`src/rtl/pipeline_pkg.sv`:
```
// Types and constants shared by the fetch, decode and execute stages.
package pipeline_pkg;

    localparam int unsigned PIPE_XLEN = 32;

    // addi x0, x0, 0: the canonical RISC-V no-op.
    localparam logic [31:0] NOP_INSTR = 32'h0000_0013;

    typedef struct packed {
        logic [PIPE_XLEN-1:0] pc;
        logic [PIPE_XLEN-1:0] instr;
    } fetch_entry_t;

endpackage : pipeline_pkg

```
`src/rtl/fetch_queue.sv`:
```
// Show-ahead FIFO that decouples instruction fetch from decode.
// Holds {pc, instr} pairs and drops everything in one cycle on a flush.
module fetch_queue
    import pipeline_pkg::*;
#(
    parameter int unsigned DEPTH = 4,
    parameter int unsigned XLEN  = PIPE_XLEN
) (
    input  logic                       clk,
    input  logic                       rst,
    input  logic                       in_valid,
    input  logic [XLEN-1:0]            in_pc,
    input  logic [XLEN-1:0]            in_instr,
    output logic                       in_ready,
    output logic                       out_valid,
    input  logic                       out_ready,
    output logic [XLEN-1:0]            out_pc,
    output logic [XLEN-1:0]            out_instr,
    output logic [6:0]                 op_6_0,
    output logic [2:0]                 funct3,
    output logic                       funct7_5,
    output logic [4:0]                 funct7_2_6,
    input  logic                       flush,
    output logic [$clog2(DEPTH+1)-1:0] count
);

    localparam int unsigned PTR_W = $clog2(DEPTH);
    localparam int unsigned CNT_W = $clog2(DEPTH + 1);
    localparam logic [CNT_W-1:0] FULL_COUNT = CNT_W'(DEPTH);

    fetch_entry_t     mem_q [DEPTH];
    logic [PTR_W-1:0] wr_ptr_q, wr_ptr_d;
    logic [PTR_W-1:0] rd_ptr_q, rd_ptr_d;
    logic [CNT_W-1:0] count_q, count_d;
    logic             push, pop;

    // Handshakes look only at registered count and flush, so out_ready never reaches in_ready.
    assign in_ready  = (count_q != FULL_COUNT) && !flush;
    assign out_valid = (count_q != '0);
    assign push      = in_valid && in_ready;
    assign pop       = out_valid && out_ready;
    assign count     = count_q;

    always_comb begin
        // NOTE: every always_comb output gets a default first so no path can infer a latch.
        wr_ptr_d = wr_ptr_q;
        rd_ptr_d = rd_ptr_q;
        count_d  = count_q;
        if (flush) begin
            wr_ptr_d = '0;
            rd_ptr_d = '0;
            count_d  = '0;
        end else begin
            if (push) wr_ptr_d = wr_ptr_q + 1'b1;
            if (pop)  rd_ptr_d = rd_ptr_q + 1'b1;
            if (push && !pop)      count_d = count_q + 1'b1;
            else if (pop && !push) count_d = count_q - 1'b1;
        end
    end

    always_ff @(posedge clk or posedge rst) begin
        // NOTE: sequential state uses non-blocking assignments so all registers update together.
        if (rst) begin
            wr_ptr_q <= '0;
            rd_ptr_q <= '0;
            count_q  <= '0;
        end else begin
            wr_ptr_q <= wr_ptr_d;
            rd_ptr_q <= rd_ptr_d;
            count_q  <= count_d;
        end
    end

    // NOTE: storage is deliberately not reset; out_valid masks stale contents.
    always_ff @(posedge clk) begin
        if (push) begin
            mem_q[wr_ptr_q].pc    <= in_pc;
            mem_q[wr_ptr_q].instr <= in_instr;
        end
    end

    always_comb begin
        out_pc    = '0;
        out_instr = XLEN'(NOP_INSTR);
        if (out_valid) begin
            out_pc    = mem_q[rd_ptr_q].pc;
            out_instr = mem_q[rd_ptr_q].instr;
        end
    end

    assign op_6_0     = out_instr[6:0];
    assign funct3     = out_instr[14:12];
    assign funct7_5   = out_instr[30];
    assign funct7_2_6 = out_instr[31:27];

endmodule : fetch_queue

```
`config.mk`:
```
export PLATFORM = sky130hd
export DESIGN_NAME = fetch_queue
export DESIGN_NICKNAME = d
export VERILOG_FILES = /design/src/rtl/pipeline_pkg.sv /design/src/rtl/fetch_queue.sv
export SDC_FILE = /design/constraint.sdc
export NUM_CORES = 1
export LEC_CHECK = 0
export ABC_AREA = 1
export BUFFER_PORTS_ARGS = -buffer_cell sky130_fd_sc_hd__buf_2
export CORE_MARGIN = 1.5
export CORE_UTILIZATION = 45
export DETAILED_ROUTE_END_ITERATION = 8
export GPL_TIMING_DRIVEN = 0
export PLACE_DENSITY = 0.66
export SYNTH_ARGS = -nofsm -noshare
export SYNTH_HDL_FRONTEND = slang
export SYNTH_SLANG_ARGS = --single-unit
```
`constraint.sdc`:
```
create_clock -name clk -period 5.8 [get_ports clk]
set_clock_uncertainty 0.2 [all_clocks]
set_input_delay 0.58 -clock clk [delete_from_list [all_inputs] [get_ports clk]]
set_output_delay 0.58 -clock clk [all_outputs]
set_load 0.02 [all_outputs]
```
* Yosys cells after proc, flatten, opt, wreduce, memory -nomap -nowiden
Memory sizes are Yosys's and may differ from the RTL's. Cells that the tools add are included.
Cells by class: add/sub/neg operators 4, equal/unequal tests 1, muxes and demuxes 11, reductions and logical operators 12
Operators by type and width (count):
- two-way mux 32 bit | 2
- two-way mux 3 bit | 3
- two-way mux 2 bit | 4
- nonzero test 3 bit | 2
- logical AND 1 bit | 5
- adder 2 x 1 -> 2 bit (second input constant) | 2
- nonzero test 2 bit | 2
- adder 3 x 1 -> 3 bit (second input constant) | 1
- zero test 1 bit | 3
- != test 3 bit (second input constant) | 1
- subtractor 3 x 1 -> 3 bit (second input constant) | 1
- two-way mux 1 bit | 2
Storage, ports and cells: register bits 7, memory bits (writable) 256, output and inout bits 85, logic and storage cells 32, memories 1
Memories:
- mem_q | depth 4, width 64, read ports 1, clocked after memory_dff 0, wr ports 1, RTL line fetch_queue.sv:31 | fetch_entry_t mem_q [DEPTH];

* Longest topological paths before layout
Gate-level depths: netlist of the first run.
word-level depth 8, mapped depth 11, mapped depth without buffers 11

* Least setup slack after synthesis of the first run
No wires, ideal clock.
kind input to register, from input port flush, to memory mem_q[0][0] (netlist name), enable pin, arrival time 3.663 ns, data required time 5.114 ns, path slack 1.451 ns, stages 4, path buffers 1, cell sequence inv_1 > nand3_1 > buf_4 > nor2_1
Between the ends: longest elaborated chain between the ends 5
Ends and longest elaborated chain:
- start, declared | RTL line fetch_queue.sv:23 | input logic flush,
- zero test 1 bit | RTL line fetch_queue.sv:38 | assign in_ready = (count_q != FULL_COUNT) && !flush;
- logical AND 1 bit | RTL line fetch_queue.sv:38
- logical AND 1 bit | RTL line fetch_queue.sv:40 | assign push = in_valid && in_ready;
- two-way mux 1 bit | RTL line fetch_queue.sv:76 | if (push) begin
- two-way mux 1 bit (not written as such) | RTL line fetch_queue.sv:78 | mem_q[wr_ptr_q].instr <= in_instr;
- end, declared | RTL line fetch_queue.sv:31
Every way passes these cells.

* Worst setup path in the final report of the first run
from register rd_ptr_q[0], to output port out_instr[4]
Between the ends: longest elaborated chain between the ends 2
Ends and longest elaborated chain:
- start, declared | RTL line fetch_queue.sv:33 | logic [PTR_W-1:0] rd_ptr_q, rd_ptr_d;
- start signal, assigned | RTL line fetch_queue.sv:69 | rd_ptr_q <= rd_ptr_d;
- memory read (4 x 64 bit)
- two-way mux 32 bit | RTL line fetch_queue.sv:85 | if (out_valid) begin
- end, declared | RTL line fetch_queue.sv:18 | output logic [XLEN-1:0] out_instr,
Every way passes these cells.

==> flow_summary.json, run 1 <==
{
  "status": "finished clean",
  "p_comb_share_pct": 33.5,
  "drtIter0Drc": 399,
  "fin_area_sq_um": 12700,
  "antenna_found_initial": 5,
  "htreeDepth": 1,
  "rsz0062_at_grt": "no",
  "hold_class": "in2reg",
  "min_from": "in_instr[1]",
  "worstReg2RegEnd": "mem_q[2][25]",
  "track_usage_pct": 19.5,
  "crit_fanout": 10,
  "synth_edf_count": 256,
  "ys_ff_latch": 263,
  "p_total_mw": 5.97,
  "rows": 55,
  "setup_violations": 0,
  "area_delta_synth_final_pct": 21.7,
  "synth_common_cells": "262 x nor2_1, 256 x edfxtp_1, 125 x o21ai_0",
  "crit_type": "reg2out",
  "yosysTopAreaCellShare_pct": 73.4,
  "viasPerCell": 5.00,
  "clk_latency_ps": 530,
  "r2r_cells": 5,
  "maxSlewHeadroom_pct": 46.1,
  "grt_overflow": 0,
  "io_buffers": 153,
  "period_share_pct": 55.9,
  "yosysWarnings": 0,
  "ir_drop_v": 0.000291,
  "die_w_um": 156,
  "wl_mm": 23.5,
  "r2r_start": "count[2]",
  "yosysTopAreaCell": "edfxtp_1",
  "required_ps": 5020,
  "synth_seq_area_share_pct": 75.0,
  "p_leak_nw": 4.71,
  "place_congestion": 0.778,
  "cts_buffer_depth": 3,
  "internal-power_mw": 3.88,
  "clk_pin_slew_ps": 60,
  "crit_arrival_ps": 2460,
  "power_frac_seq_pct": 37.7,
  "vias": 6805,
  "p_sw_share_pct": 35.1,
  "coreArea_sq_um": 22800,
  "syn_area_sq_um": 10500,
  "first_pass_iters": 5,
  "synth.most_common_cell": "nor2_1",
  "worstHoldPathCells": 1,
  "worstSetupStartpoint": "rd_ptr_q[0]",
  "pre_cts_slack_ps": 3060,
  "drv_cap": 0,
  "ant_nets": 0,
  "grt_pass1_wl_mm": 35.8,
  "post-dp-hpwl_mm": 14.8,
  "setup.worst_path.end_class": "primary output",
  "cts_root_buf": "clkbuf_16",
  "syn-num-nets": 906,
  "min_period_ps": 3240,
  "post_dp_cell_area_sq_um": 11800,
  "cp-start-kind": "flip-flop",
  "fmax_mhz": 308,
  "synth-main-ff-cell": "edfxtp_1",
  "syn_inst": 832,
  "synth_cell_type_count": 22,
  "grt_pass1_vias": 6489,
  "die-area_sq_um": 24200,
  "layout_setup_ws_ps": 2560,
  "start_util_pct": 46.0,
  "cts-resized-gates": 0,
  "worst_pin_slew_ps": 807,
  "nets": 1097,
  "power_switching_mw": 2.09,
  "route.detailed.drc": 0,
  "postSynthAreaPerCell_sq_um": 12.6,
  "drive_gt1_share_pct": 24.6,
  "ioPinCount": 154,
  "power_frac_clock_pct": 28.8,
  "cts_made_buffers": 27,
  "synth_area_leaders": "edfxtp_1 73%, nor2_1 9.4%, o21ai_0 6.0%",
  "drv_slew": 0,
  "hold_viol": 0,
  "grt_max_degree": 29,
  "hold_path_end": "mem_q[0][1]",
  "pwr_density_cell_nw_per_um2": 468,
  "async_flop_share_pct": 2.66,
  "rrSetupSlack_ps": 3490,
  "cts_tree": "yes",
  "cts_sinks": 263,
  "wl_per_cell_um": 17.3,
  "dieHeight_um": 156
}
## kinds of logic after synthesis
group / synth area share (%)
xor+xnor: 0.0836
compound gates: 9.59
flops: 75.0
simple gates: 10.4
fa+ha+maj: 0.669
buf+inv: 4.21
## metal layers
layer	up-vias	track usage, %	part of all wire (%)
li1	3313	-	-
met4	6	5.85	2.5
met1	3222	26.4	44
met5	-	0	0.17
met3	43	3.72	6.6
met2	221	32.3	47
## layout make-up
cell class                      count  area, sq um
Fill cell                        1890        10000
Sequential cell                   263         7860
Multi-Input combinational cell    489         2200
Timing Repair Buffer              162          943
Clock buffer                       34          732
Tap cell                          313          392
Buffer                             65          385
Clock inverter                     16          165
Inverter                           15         56.3
Antenna cell                        3         7.51
## state kept, by name, summed over array words and instances (netlist names)
name,cells
mem_q,256
count,3
rd_ptr_q,2
wr_ptr_q,2
## metrics by stage
| step | hold slack, ps | util, % | setup TNS (ps) | cells |
|---|---|---|---|---|
| detailed placement | 333 | 52.0 | 0 | 1306 |
| floorplan | 183 | - | 0 | 832 |
| global placement | 332 | 51.1 | -235720 | 1298 |
| CTS | 40.0 | 55.9 | 0 | 1357 |
| global route | 52.8 | 55.9 | 0 | 1358 |
| finish | 62.6 | 56.0 | 0 | 1360 |
## worst max-delay path by stage
stage,cells after the start,to,slack [ps]
final,7,out_instr[4],2560
after global routing,7,funct7_2_6[3],2390
after CTS,7,out_instr[4],2500
after detailed placement,7,out_instr[4],3060
after global placement,5,mem_q[1][27],-1030
after floorplan,4,mem_q[0][0],1450
## power by group through the flow
stage / sequential (mW) / clock, mW / combinational, mW
after floorplan: 2.31 / 0 / 1.28
after global placement: 2.31 / 0 / 1.97
after detailed placement: 2.29 / 0 / 2.02
after CTS: 2.25 / 1.75 / 2.03
after global routing: 2.26 / 1.82 / 2.18
final: 2.25 / 1.72 / 2.00
## worst max-delay path: stages, from the launching register on
cell and delay (ps):
dfrtp_1 440, inv_2 90, buf_4 200, buf_6 170
nor2_1 50, o311ai_0 620, buf_4 210, buf_2 150
## cells in the final DEF (no fill, tap or decap)
cell type,n
dfrtp_1,7
o311ai_0,3
clkinv_1,1
ha_1,4
clkbuf_16,27
buf_12,7
inv_2,3
clkbuf_8,3
nand3_1,7
nor2_4,5
dlygate4sd3_1,1
buf_1,4
edfxtp_1,256
a21oi_1,65
fa_1,1
buf_4,31
nand2_1,13
clkinvlp_4,3
buf_6,2
inv_1,12
buf_16,1
o21bai_1,1
inv_6,1
nand2_2,2
o21ai_1,4
o21ai_0,125
xnor2_1,1
bufinv_16,3
diode_2,3
clkbuf_1,24
nor2_1,258
buf_2,161
clkinv_2,8
## repair_timing
item / in CTS / in global routing
hold endpoints to repair: 7 / 0
hold buffers: 1 / 0
setup buffers: 0 / 0
No activity file was read; power rests on OpenSTA's default activity.
==> inputs of run 2 (changes only) <==
==> constraint.sdc (replaced) <==
create_clock -name clk -period 3.08 [get_ports clk]
set_clock_uncertainty 0.2 [all_clocks]
set_input_delay 0.308 -clock clk [delete_from_list [all_inputs] [get_ports clk]]
set_output_delay 0.308 -clock clk [all_outputs]
set_load 0.02 [all_outputs]
==> flow_summary.json, run 2 (synthesized netlist as in run 1, its figures left out) <==
{
  "area_delta_synth_final_pct": 27.4,
  "post-dp-hpwl_mm": 15.0,
  "largest-register": "mem_q",
  "route.detailed.drc": 0,
  "rrSetupSlack_ps": 740,
  "nets": 1166,
  "p_leak_nw": 4.97,
  "htreeDepth": 1,
  "ir_drop_v": 0.000543,
  "fill_cells": 1807,
  "hold_viol": 0,
  "cts_tree": "yes",
  "die_w_um": 156,
  "io_buffers": 153,
  "coreArea_sq_um": 22800,
  "wl_per_cell_um": 17.2,
  "required_ps": 2570,
  "die-area_sq_um": 24200,
  "dieHeight_um": 156,
  "drv_slew": 0,
  "routed.top_layer": "met4",
  "start_util_pct": 46.0,
  "first_pass_iters": 5,
  "largest_register_ffs": 256,
  "ioPinCount": 154,
  "fin_area_sq_um": 13400,
  "multi_input_area_sq_um": 2200,
  "rows": 55,
  "drv_cap": 0,
  "cp-start-kind": "flip-flop",
  "worstReg2RegEnd": "wr_ptr_q[1]",
  "pwr_density_cell_nw_per_um2": 835,
  "final_cell_mix": "258 x nor2_1, 256 x edfxtp_1, 161 x buf_2",
  "hold_class": "in2async",
  "layout_setup_ws_ps": 117,
  "grt_overflow": 0,
  "grt_pass1_wl_mm": 37.5,
  "fmax_mhz": 338,
  "wl_met1_mm": 10.5,
  "status": "finished clean",
  "rsz0062_at_grt": "no",
  "grt_pass1_vias": 6931,
  "layout_commonest_cell": "nor2_1",
  "post_cts_buffers": 0,
  "p_total_mw": 11.1,
  "setup_violations": 0,
  "cts_made_buffers": 27,
  "wl_met2_mm": 12.1,
  "min_period_ps": 2960,
  "period_share_pct": 96.2,
  "ff_latch_area_sq_um": 7860,
  "crit_fanout": 10,
  "drtIter0Drc": 423,
  "track_usage_pct": 20.2,
  "antenna_cells": 0,
  "viasPerCell": 5.00,
  "clk_latency_ps": 520,
  "cts_sinks": 263,
  "crit_type": "reg2out",
  "worst_pin_slew_ps": 821,
  "wl_mm": 24.5,
  "clk_pin_slew_ps": 60,
  "place_congestion": 0.751,
  "maxSlewHeadroom_pct": 45.1,
  "antenna_found_initial": 0,
  "tns_ps": 0,
  "wl_met3_mm": 1.49,
  "ant_nets": 0,
  "cts_buffer_depth": 3,
  "cts_root_buf": "clkbuf_16",
  "post_dp_cell_area_sq_um": 11800,
  "r2r_cells": 6,
  "setup.worst_path.end_class": "primary output",
  "grt_max_degree": 28,
  "crit_arrival_ps": 2450,
  "pre_cts_slack_ps": 571,
  "r2r_start": "wr_ptr_q[0]",
  "vias": 7117,
  "drive_gt1_share_pct": 22.5
}
[run 2: cell types whose count changed in the layout (fill, tap and decap cells not counted), sizes merged]
cell,change
bufinv,-1
diode,-3
clkinv,+5
clkbuf,-4
dlygate4sd3,+69
clkinvlp,-3
[run 2: timing repair]
| item | 4_1_cts | 5_1_grt |
|---|---|---|
| endpoints found under the hold margin | 268 | 0 |
| endpoints found under the setup margin | 0 | 2 |
| hold buffers | 70 | 0 |
| resized for setup | 0 | 2 |
[run 2: worst max-delay path by stage]
stage,startpoint,to,slack [ps],depth (start not counted)
detailed placement,rd_ptr_q[0],out_instr[4],570,7
floorplan,count[1],mem_q[0][0],-80,5
CTS,rd_ptr_q[0],out_instr[4],20,7
global placement,flush,mem_q[1][27],-1490,5
global route,rd_ptr_q[0],out_instr[30],7,7
finish,rd_ptr_q[0],out_instr[14],120,7
[run 2: final cells by class]
type	count	share of cell area [%]
Timing Repair Buffer	231	12.2
Sequential cell	263	58.9
Multi-Input combinational cell	489	16.5
Clock buffer	30	5.14
Tap cell	313	2.93
Clock inverter	17	0.984
Inverter	15	0.422
Buffer	65	2.89
[run 2: worst max-delay path, cell delays in order (launching register included)]
cell	delay (ps)
dfrtp_1	460
inv_2	90
buf_4	180
clkbuf_1	440
o21ai_0	180
a21oi_1	280
buf_4	150
buf_2	150
[run 2: report_power, final]
group / switching, mW / internal, mW / total (mW)
sequential: 0.0749 / 4.17 / 4.24
combinational: 2.59 / 1.26 / 3.85
clock: 1.29 / 1.76 / 3.05
total: 3.95 / 7.19 / 11.1
[run 2: per-layer routing]
| layer | vias up | GRT usage (%) |
|---|---|---|
| met5 | - | 0 |
| met4 | 0 | 4.85 |
| met3 | 36 | 3.31 |
| met2 | 248 | 34.6 |
| met1 | 3391 | 27.2 |
| li1 | 3442 | - |
[run 2: through the flow]
step / instances / hold WS, ps / util (%)
finish: 1423 / 66.1 / 58.6
global route: 1423 / 87.4 / 58.6
CTS: 1423 / 53.2 / 58.6
detailed placement: 1306 / 62.8 / 52.0
global placement: 1298 / 56.8 / 51.1
floorplan: 832 / -88.6 / -
